$ cat config.mk
export PLATFORM = sky130hd
export DESIGN_NAME = lsu_bus_port
export DESIGN_NICKNAME = d
export VERILOG_FILES = /design/src/rtl/lsu_pkg.sv /design/src/rtl/lsu_bus_port_load_align_ext.sv /design/src/rtl/lsu_bus_port.sv
export SDC_FILE = /design/constraint.sdc
export NUM_CORES = 1
export LEC_CHECK = 0
export CORE_MARGIN = 8
export CORE_UTILIZATION = 43
export DETAILED_ROUTE_END_ITERATION = 12
export HOLD_SLACK_MARGIN = 0.12
export PLACE_DENSITY = 0.74
export SKIP_CTS_REPAIR_TIMING = 1
export SYNTH_ARGS = -nofsm -noshare
export SYNTH_HDL_FRONTEND = slang
export SYNTH_SLANG_ARGS = --single-unit
export TNS_END_PERCENT = 1
$ cat constraint.sdc
create_clock -name clk_i -period 2 [get_ports clk_i]
set_input_delay 0.3 -clock clk_i [delete_from_list [all_inputs] [get_ports clk_i]]
set_output_delay 0.3 -clock clk_i [all_outputs]
set_load 0.05 [all_outputs]
$ cat src/rtl/lsu_pkg.sv
// Shared constants and decode helpers for the load/store bus port.
// State codes, store/load format codes, byte-mask sizes and the unsigned-load decode.
package lsu_pkg;

  localparam logic [2:0] ST_IDLE  = 3'd0;
  localparam logic [2:0] ST_REQ0  = 3'd1;
  localparam logic [2:0] ST_WAIT0 = 3'd2;
  localparam logic [2:0] ST_REQ1  = 3'd3;
  localparam logic [2:0] ST_WAIT1 = 3'd4;
  localparam logic [2:0] ST_DONE  = 3'd5;

  localparam logic [3:0] WSTRB_BYTE = 4'b0001;
  localparam logic [3:0] WSTRB_HALF = 4'b0011;
  localparam logic [3:0] WSTRB_WORD = 4'b1111;

  localparam logic [3:0] LOAD_LB  = 4'b0001;
  localparam logic [3:0] LOAD_LH  = 4'b0011;
  localparam logic [3:0] LOAD_LW  = 4'b1111;
  localparam logic [3:0] LOAD_LBU = 4'b1001;
  localparam logic [3:0] LOAD_LHU = 4'b1011;

  localparam logic [3:0] MASK_BYTE = 4'b0001;
  localparam logic [3:0] MASK_HALF = 4'b0011;
  localparam logic [3:0] MASK_WORD = 4'b1111;

  function automatic logic [3:0] store_mask(input logic [3:0] wstrb);
    case (wstrb)
      WSTRB_BYTE: return MASK_BYTE;
      WSTRB_HALF: return MASK_HALF;
      WSTRB_WORD: return MASK_WORD;
      default:    return MASK_WORD;
    endcase
  endfunction

  // lw and lh share the low two code bits, so the full code is decoded.
  function automatic logic [3:0] load_mask(input logic [3:0] code);
    case (code)
      LOAD_LB, LOAD_LBU: return MASK_BYTE;
      LOAD_LH, LOAD_LHU: return MASK_HALF;
      LOAD_LW:           return MASK_WORD;
      default:           return MASK_WORD;
    endcase
  endfunction

  function automatic logic load_unsigned(input logic [3:0] code);
    return code[3] & ~code[2];
  endfunction

endpackage

$ cat src/rtl/lsu_bus_port_load_align_ext.sv
// Combinational load aligner: shifts the two captured bus words down by the byte offset,
// then masks to the access size with sign or zero extension.
module load_align_ext
  import lsu_pkg::*;
(
  input  logic [63:0] data,
  input  logic [1:0]  off,
  input  logic [3:0]  mask,
  input  logic        uns,
  output logic [31:0] result
);

  logic [31:0] lo;

  always_comb begin
    lo = 32'(data >> {off, 3'b000});
    case (mask)
      MASK_BYTE: result = {{24{~uns & lo[7]}}, lo[7:0]};
      MASK_HALF: result = {{16{~uns & lo[15]}}, lo[15:0]};
      default:   result = lo;
    endcase
  end

endmodule

$ cat src/rtl/lsu_bus_port.sv
// Load/store unit driving a req/gnt/rvalid data bus, stalling the core per access.
// LSU_MISALIGN_SPLIT_EN: split word-crossing accesses in two; otherwise flag them as misaligned.
module lsu_bus_port
  import lsu_pkg::*;
#(
  parameter int ADDR_W = 32,
  parameter int DATA_W = 32
) (
  input  logic              clk_i,
  input  logic              reset_ni,
  input  logic              req_valid_i,
  input  logic              mem_write_i,
  input  logic              mem_read_i,
  input  logic [ADDR_W-1:0] addr_i,
  input  logic [DATA_W-1:0] wdata_i,
  input  logic [3:0]        wstrb_i,
  input  logic [3:0]        wstrb_load_i,
  output logic              stall_o,
  output logic              done_o,
  output logic [DATA_W-1:0] rdata_o,
  output logic              misalign_o,
  output logic              bus_req_o,
  output logic              bus_we_o,
  output logic [ADDR_W-1:0] bus_addr_o,
  output logic [3:0]        bus_be_o,
  output logic [DATA_W-1:0] bus_wdata_o,
  input  logic              bus_gnt_i,
  input  logic              bus_rvalid_i,
  input  logic [DATA_W-1:0] bus_rdata_i
);

  logic [2:0]        state_reg, state_next;
  logic [ADDR_W-3:0] word_reg;
  logic [1:0]        off_reg;
  logic [3:0]        mask_reg;
  logic              uns_reg, we_reg, misalign_reg;
  logic [3:0]        be_lo_reg;
  logic [31:0]       wd_lo_reg, w0_reg, rdata_reg;
  logic [31:0]       ext_data;
  logic [63:0]       load_words;

  logic       start;
  logic [3:0] mask_in;
  logic [7:0] be8_in;
  logic       misalign_in;

  assign start   = req_valid_i & (mem_read_i | mem_write_i);
  assign mask_in = mem_write_i ? store_mask(wstrb_i) : load_mask(wstrb_load_i);
  assign be8_in  = {4'b0000, mask_in} << addr_i[1:0];

`ifdef LSU_MISALIGN_SPLIT_EN
  logic [3:0]  be_hi_reg;
  logic [31:0] wd_hi_reg, w1_reg;
  logic [63:0] wd64_in;
  assign wd64_in     = {32'h0, wdata_i} << {addr_i[1:0], 3'b000};
  assign misalign_in = 1'b0;
  assign load_words  = {w1_reg, w0_reg};
`else
  logic [31:0] wd_lo_in;
  assign wd_lo_in    = wdata_i << {addr_i[1:0], 3'b000};
  // Anything not fully inside one word, plus half accesses at odd offset 1.
  assign misalign_in = (|be8_in[7:4]) | ((mask_in == MASK_HALF) && (addr_i[1:0] == 2'd1));
  assign load_words  = {32'h0, w0_reg};
`endif

  always_comb begin
    state_next = state_reg;
    case (state_reg)
      ST_IDLE:  if (start) state_next = misalign_in ? ST_DONE : ST_REQ0;
      ST_REQ0:  if (bus_gnt_i) state_next = ST_WAIT0;
`ifdef LSU_MISALIGN_SPLIT_EN
      ST_WAIT0: if (bus_rvalid_i) state_next = (|be_hi_reg) ? ST_REQ1 : ST_DONE;
      ST_REQ1:  if (bus_gnt_i) state_next = ST_WAIT1;
      ST_WAIT1: if (bus_rvalid_i) state_next = ST_DONE;
`else
      ST_WAIT0: if (bus_rvalid_i) state_next = ST_DONE;
`endif
      ST_DONE:  state_next = ST_IDLE;
      default:  state_next = ST_IDLE;
    endcase
  end

  always_ff @(posedge clk_i or negedge reset_ni) begin
    if (!reset_ni) begin
      state_reg    <= ST_IDLE;
      word_reg     <= '0;
      off_reg      <= '0;
      mask_reg     <= '0;
      uns_reg      <= 1'b0;
      we_reg       <= 1'b0;
      misalign_reg <= 1'b0;
      be_lo_reg    <= '0;
      wd_lo_reg    <= '0;
      w0_reg       <= '0;
      rdata_reg    <= '0;
`ifdef LSU_MISALIGN_SPLIT_EN
      be_hi_reg    <= '0;
      wd_hi_reg    <= '0;
      w1_reg       <= '0;
`endif
    end else begin
      state_reg <= state_next;
      if (state_reg == ST_IDLE && start) begin
        word_reg     <= addr_i[ADDR_W-1:2];
        off_reg      <= addr_i[1:0];
        mask_reg     <= mask_in;
        uns_reg      <= load_unsigned(wstrb_load_i) & ~mem_write_i;
        we_reg       <= mem_write_i;
        misalign_reg <= misalign_in;
        be_lo_reg    <= be8_in[3:0];
`ifdef LSU_MISALIGN_SPLIT_EN
        be_hi_reg    <= be8_in[7:4];
        wd_lo_reg    <= wd64_in[31:0];
        wd_hi_reg    <= wd64_in[63:32];
`else
        wd_lo_reg    <= wd_lo_in;
`endif
      end
      if (state_reg == ST_WAIT0 && bus_rvalid_i) w0_reg <= bus_rdata_i;
`ifdef LSU_MISALIGN_SPLIT_EN
      if (state_reg == ST_WAIT1 && bus_rvalid_i) w1_reg <= bus_rdata_i;
`endif
      if (state_reg == ST_DONE) rdata_reg <= rdata_o;
    end
  end

  load_align_ext u_align (
    .data   (load_words),
    .off    (off_reg),
    .mask   (mask_reg),
    .uns    (uns_reg),
    .result (ext_data)
  );

  assign done_o     = (state_reg == ST_DONE);
  assign misalign_o = done_o & misalign_reg;
  assign stall_o    = (state_reg == ST_IDLE) ? start : ~done_o;
  assign bus_req_o  = (state_reg == ST_REQ0) || (state_reg == ST_REQ1);
  assign bus_we_o   = bus_req_o & we_reg;

`ifdef LSU_MISALIGN_SPLIT_EN
  logic second;
  assign second      = (state_reg == ST_REQ1);
  assign bus_addr_o  = !bus_req_o ? '0 :
                       {(second ? word_reg + (ADDR_W-2)'(1) : word_reg), 2'b00};
  assign bus_be_o    = !bus_req_o ? '0 : (second ? be_hi_reg : be_lo_reg);
  assign bus_wdata_o = !bus_req_o ? '0 : (second ? wd_hi_reg : wd_lo_reg);
`else
  assign bus_addr_o  = bus_req_o ? {word_reg, 2'b00} : '0;
  assign bus_be_o    = bus_req_o ? be_lo_reg : '0;
  assign bus_wdata_o = bus_req_o ? wd_lo_reg : '0;
`endif

  // Load result is live during DONE and then held in rdata_reg; stores leave it alone.
  always_comb begin
    rdata_o = rdata_reg;
    if (done_o && !we_reg) rdata_o = misalign_reg ? '0 : ext_data;
  end

endmodule

==> reports/qor.txt <==
Status -> finished with violations
Failing checks -> negative setup slack
First-pass DRT Iterations -> 5
Total congestion overflow -> 0
Slack of the critical path -> -0.548 ns
DP Cell Count -> 1,045
Syn Inst Count -> 619
TritonCTS clock tree -> built
Worst reg2reg path startpoint -> state_reg[1]$_DFFE_PN0P_
Minimum clock period -> 2.55 ns
Maxcap violations -> 0
Die height -> 145 um
Synthesized flop and latch total -> 141
Period utilization -> 1.27
FF-to-FF path depth -> 4
Pwr Total -> 19.9 mW
Reg area -> 3530 um^2
Buffers & Inverters on Critical Path -> 2
DR top layer -> met4
RR Endpoint -> word_reg[28]$_DFFE_PN0P_
Max transition margin -> 0.546
RePlAce Congestion -> 0.922
Worst-path clk slew -> 0.06 ns
Vias in the first global route -> 6,344
Wire length per cell -> 21.3 um
Worst hold margin -> 0.407 ns
# diodes -> 0
Number of synthesized flops with an enable pin -> 0
Clk_lat worst skew -> 0.42 ns
Area Overhead vs Synth -> 63.8%
H-tree Lvls -> 4
Tightest Pin Transition -> 0.680 ns
Pin count of the biggest net entering global routing -> 57
Final hold vios -> 0
Clk sinks -> 141
Placed instance area -> 10,900 um^2
Nets@finish -> 956
Clk buf depth -> 2
Slowest CP cell -> mux4_2
Die Wd -> 145 um
Full die area -> 20,900 um^2
DR WL met2 -> 11,000 um
PD cells -> 1710 nW/um^2
Leak -> 5.01 nW
Initial antenna violation count -> 0
DR vias/cell -> 5.59
Syn_area_per_cell -> 11.5 um^2
FMAX -> 0.392 GHz
Global-route wire length before repair -> 36,000 um
Clk_skew -> 0.00741 ns
Root Driver -> clkbuf_16
Std cell rows -> 47
Setup violations, final -> 82
TritonCTS Buffers -> 17
Worst path most repeated cell -> buf_12
Main synth FF type -> dfrtp_1
Antenna-violating nets left -> 0
Asr flop ratio synth -> 1.00
Fillers -> 1,155
CP max stage delay -> 0.57 ns
Yosys cell types -> 44
Multi-input gate area -> 3560 um^2
DRT iter0 DRCs -> 400
Critical-path maximum fanout -> 29
R2R Setup Slk -> 0.14 ns
GRT Total Usage -> 0.226
Layout cell share with drive strength beyond 1 -> 0.393
Critical path arrival -> 2.25 ns
Max IR drop VDD -> 1000 uV
Met3 wire len -> 2270 um
DR vias -> 6,026
CP delay by family, top -> multiplexers
Worst setup SP type -> flop
Port buffer count -> 213
Crit. End Element -> primary output
Finished Cell Area -> 11,600 um^2
Yosys warnings -> 0
HP Class -> input port to async pin
Post-route setup TNS -> -17.43 ns
Critical-path cell list -> mux4_2, o21ai_2, nor3_2, buf_12, a221o_2, buf_12
Post-route DRC -> 0
Wl on met1 -> 9260 um
CP Data Required Time -> 1.70 ns
Slew Viols, Final -> 0
Post-synthesis sequential area ratio -> 0.496
Final HPWL from detailed placement -> 16,800 um
Final core occ -> 0.712
Setup CP Type -> flop to primary output
Core area -> 16,300 um^2
Post-Synthesis Cell Area -> 7110 um^2
Initial Util -> 0.435
Non-Filler Instances -> 1,078
Number of top-level pins -> 216
Setup Slack @ Placement -> -0.203 ns
Total wire length -> 23,000 um
RSZ-0062 raised after global routing -> yes
worst reg2reg max path, stage by stage, from the launching register on:
cell and delay [ns]:
dfrtp_1 0.38, buf_4 0.16, or4_4 0.60, buf_4 0.29, mux2_2 0.32
cell type report:
cell class                 count  share of cell area
sequential                   141               0.303
multi-input combinational    419               0.306
timing repair buffer         265               0.318
clock inverter                15              0.0132
clock buffer                  17              0.0365
inverter                       1            0.000322
tap                          220              0.0236
cell usage after synthesis, types with 2 or more instances:
master    instances  share of area
nor2_1           16         0.0084
nand2_1          33          0.017
mux2_2           81           0.13
buf_2            17          0.012
a22o_1           25          0.031
nor3b_1           2         0.0021
a21o_1            3         0.0032
buf_1             8         0.0042
o21ai_0          37          0.026
a211oi_1          8         0.0084
a22oi_1           8         0.0084
o31ai_1          10          0.011
and2_1           68          0.060
buf_6             6         0.0095
nand3b_1          8         0.0084
dfrtp_1         141           0.50
buf_4             4         0.0042
a21oi_1          21          0.015
a221o_1          40          0.056
nor2b_1          13          0.011
mux2i_1          24          0.034
clkbuf_1         24          0.013
worst max-delay path by stage:
stage,depth (start not counted),slack (ns),from,to
after floorplan,6,-0.13,off_reg[1]$_DFFE_PN0P_,rdata_o[16]
after global placement,5,-0.17,mem_write_i,word_reg[21]$_DFFE_PN0P_
after detailed placement,5,-0.20,mem_write_i,word_reg[17]$_DFFE_PN0P_
after CTS,6,-0.59,mask_reg[1]$_DFFE_PN0P_,rdata_o[8]
after global routing,6,-0.65,off_reg[1]$_DFFE_PN0P_,rdata_o[21]
final,6,-0.55,off_reg[1]$_DFFE_PN0P_,rdata_o[23]
where the power goes:
group,leakage (nW),switching [mW],internal (mW)
sequential,1.76,0.941,4.15
clock,0.282,1.33,1.75
combinational,2.96,5.92,5.76
total,5.01,8.20,11.7
metal layers:
metal	up-vias	track usage
li1	2725	-
met1	3014	0.275
met2	259	0.358
met3	28	0.0924
met4	0	0.0739
met5	-	0
placed cells by master (no fill, tap or decap), drive strengths merged, types with 10 or more instances in the layout:
cell type,n
nor2b,13
mux2i,24
nand2,33
a21oi,21
clkdlybuf4s50,109
dfrtp,141
a22o,25
nor2,16
mux2,81
clkbuf,17
buf,155
a221o,40
o21ai,38
o31ai,10
and2,68
kinds of logic (layout without fill, tap and decap cells):
| family | count (synthesis) | count (layout) | share of synthesized area |
|---|---|---|---|
| AO/OA/AOI/OAI | 156 | 156 | 0.165 |
| AND/OR/NAND/NOR | 155 | 155 | 0.129 |
| flip-flops | 141 | 141 | 0.496 |
| multiplexers | 106 | 106 | 0.165 |
| buffers and inverters | 60 | 298 | 0.0431 |
| other | 1 | 2 | 0.000528 |
Power figures use the tool's default switching activity.
==> edit: new RTL, config.mk and constraints unchanged <==
`ADDR_W`: 32 -> 64.
--- a/src/rtl/lsu_bus_port.sv
+++ b/src/rtl/lsu_bus_port.sv
@@ -3,7 +3,7 @@
 module lsu_bus_port
   import lsu_pkg::*;
 #(
-  parameter int ADDR_W = 32,
+  parameter int ADDR_W = 64,
   parameter int DATA_W = 32
 ) (
   input  logic              clk_i,
Ports: changed (resized addr_i and bus_addr_o); port bits go from 216 to 280. The function was not compared with the original's and may differ.
==> edit against the original RTL <==
  * The run still ends with negative setup slack left
  * Routed wire length increased by 21%
  * Sequential cell count grew 32
  * Total power rose by 15%
  * Setup slack got worse by 0.051 ns
  * Global-route usage hardly changed
  * Non-clock buffer count increased by 77
  * Clock skew increased by 0.0034 ns
  * Design area up 21%
  * Sequential power up 18%
  * Cell count grew 36%
  * Synthesized area up 20%
  * Highest routed layer is now met5
==> edit: results (changes against the original RTL) <==
Layout
  – Multi-input logic area: 4150 um2 (+16%)
  – Final Non-Filler Cells: 1461 (+36%)
  – Fill count: 1371 (+19%)
  – Nets: 1323 (+38%)
  – Share of cells above drive strength 1: 0.293 (-0.0994)

Placement
  – # port buffers: 277 (+30%)
  – Pre-CTS setup slack: -0.478 ns (-0.275 ns)
  – Dpl cells: 1422 (+36%)
  – HPWL after detailed placement: 20.7 mm (+23%)
  – Placed Area: 13400 um2 (+23%)
  – GPL Wtd Cong: 0.844 (-8.5%)

Global route
  – First-pass GRT wire length: 43.2 mm (+20%)
  – GR Util met3: 0.0916 (-0.000858)
  – Pin count of the biggest net entering global routing: 74 (+30%)
  – GR Util All Layers: 0.226 (about the same)
  – Initial antenna violation count: 4 (+4)
  – GRT met2 Usage: 0.370 (+0.0122)
  – Vias in the first global route: 7904 (+25%)
  – GRT met1 Usage: 0.257 (-0.0186)

STA
  – Worst Clk Skew: 0.0108 ns (+0.00339 ns)
  – Setup_tns: -29.14 ns (-11.71 ns)
  – Final hold slack: 0.395 ns (-0.0121 ns)
  – Worst setup margin: -0.599 ns (-0.0508 ns)
  – # setup viols final: 147 (+79%)
  – Slew @ Worst Pin: 0.990 ns (+0.310 ns)

Logic synthesis
  – Library cells used by synthesis: 43 (-2.3%)
  – Leading post-synthesis cells by instance count: nand2_1 (252), dfrtp_1 (173), and2_1 (100), clkbuf_1 (52), mux2_2 (49)
  – Synth area leaders: dfrtp_1 (51%), nand2_1 (11%), and2_1 (7.3%)
  – Seq/Total Area, Yosys: 0.506 (+0.0100)
  – Syn avg cell area: 9.59 um2 (-16%)

Status
  – Violated checks: negative setup slack
  – Status: finished, violations left

Route
  – Routed Wire Length: 27.8 mm (+21%)
  – Initial DRC Count: 372 (-7.0%)
  – Routed via count: 7561 (+25%)
  – Total iterations of the first detailed-routing run: 7 (+2)

Worst setup path
  – Reg2reg setup slack: -0.15 ns (-0.29 ns)
  – Worst-path fanout max: 16 (-45%)
  – WP data arrival: 2.30 ns (+0.05 ns)

Pwr
  – Leakage power: 6.42 nW (+28%)
  – Maximum vdd drop: 0.000907 V (-9.4%)

Clock tree
  – Worst skew pair latency: 0.42 ns (about the same)
  – # H-tree levels: 4 (unchanged)

Hold path
  – HP Class: input port to register
edit: logic make-up after synthesis:
logic type,Yosys count,share of synthesized area
flip-flops,173,0.506
AND/OR/NAND/NOR,414,0.230
AO/OA/AOI/OAI,146,0.121
multiplexers,82,0.105
buffers and inverters,75,0.0379
other,1,0.000439
edit: critical path, stage by stage, from the launching register on:
cell and delay, ns:
dfrtp_1 0.39, mux4_2 0.56, o21ai_4 0.21, nor3_4 0.07, buf_12 0.15, a221o_2 0.33, buf_12 0.16
edit: cell type report:
type	instances	share of cell area
antenna	3	0.000531
clock buffer	17	0.0301
clock inverter	15	0.0107
inverter	1	0.000265
multi-input combinational	645	0.293
sequential	173	0.306
tap	265	0.0234
timing repair buffer	342	0.336
edit: per-layer routing:
layer	vias to the layer above	routed length, um
met5	-	10
met4	2	1010
met3	51	2540
met2	263	13600
met1	3654	10700
li1	3591	-
edit: where the power goes:
part           internal, W  total (W)  switching [W]
sequential         0.00506    0.00601       0.000954
clock              0.00176    0.00329        0.00153
combinational      0.00641     0.0136        0.00722
total               0.0132     0.0229        0.00970
edit: path summary, 6_finish.rpt:
check | from | to | depth (start not counted)
max | off_reg[1] | rdata_o[16] | 6
min | addr_i[19] | word_reg[17] | 3
max reg2reg | mask_reg[2] | rdata_reg[25] | 5
min reg2reg | wd_lo_reg[7] | wd_lo_reg[7] | 2
max in group asynchronous | reset_ni | wd_lo_reg[16] | 3
min in group asynchronous | reset_ni | word_reg[25] | 2
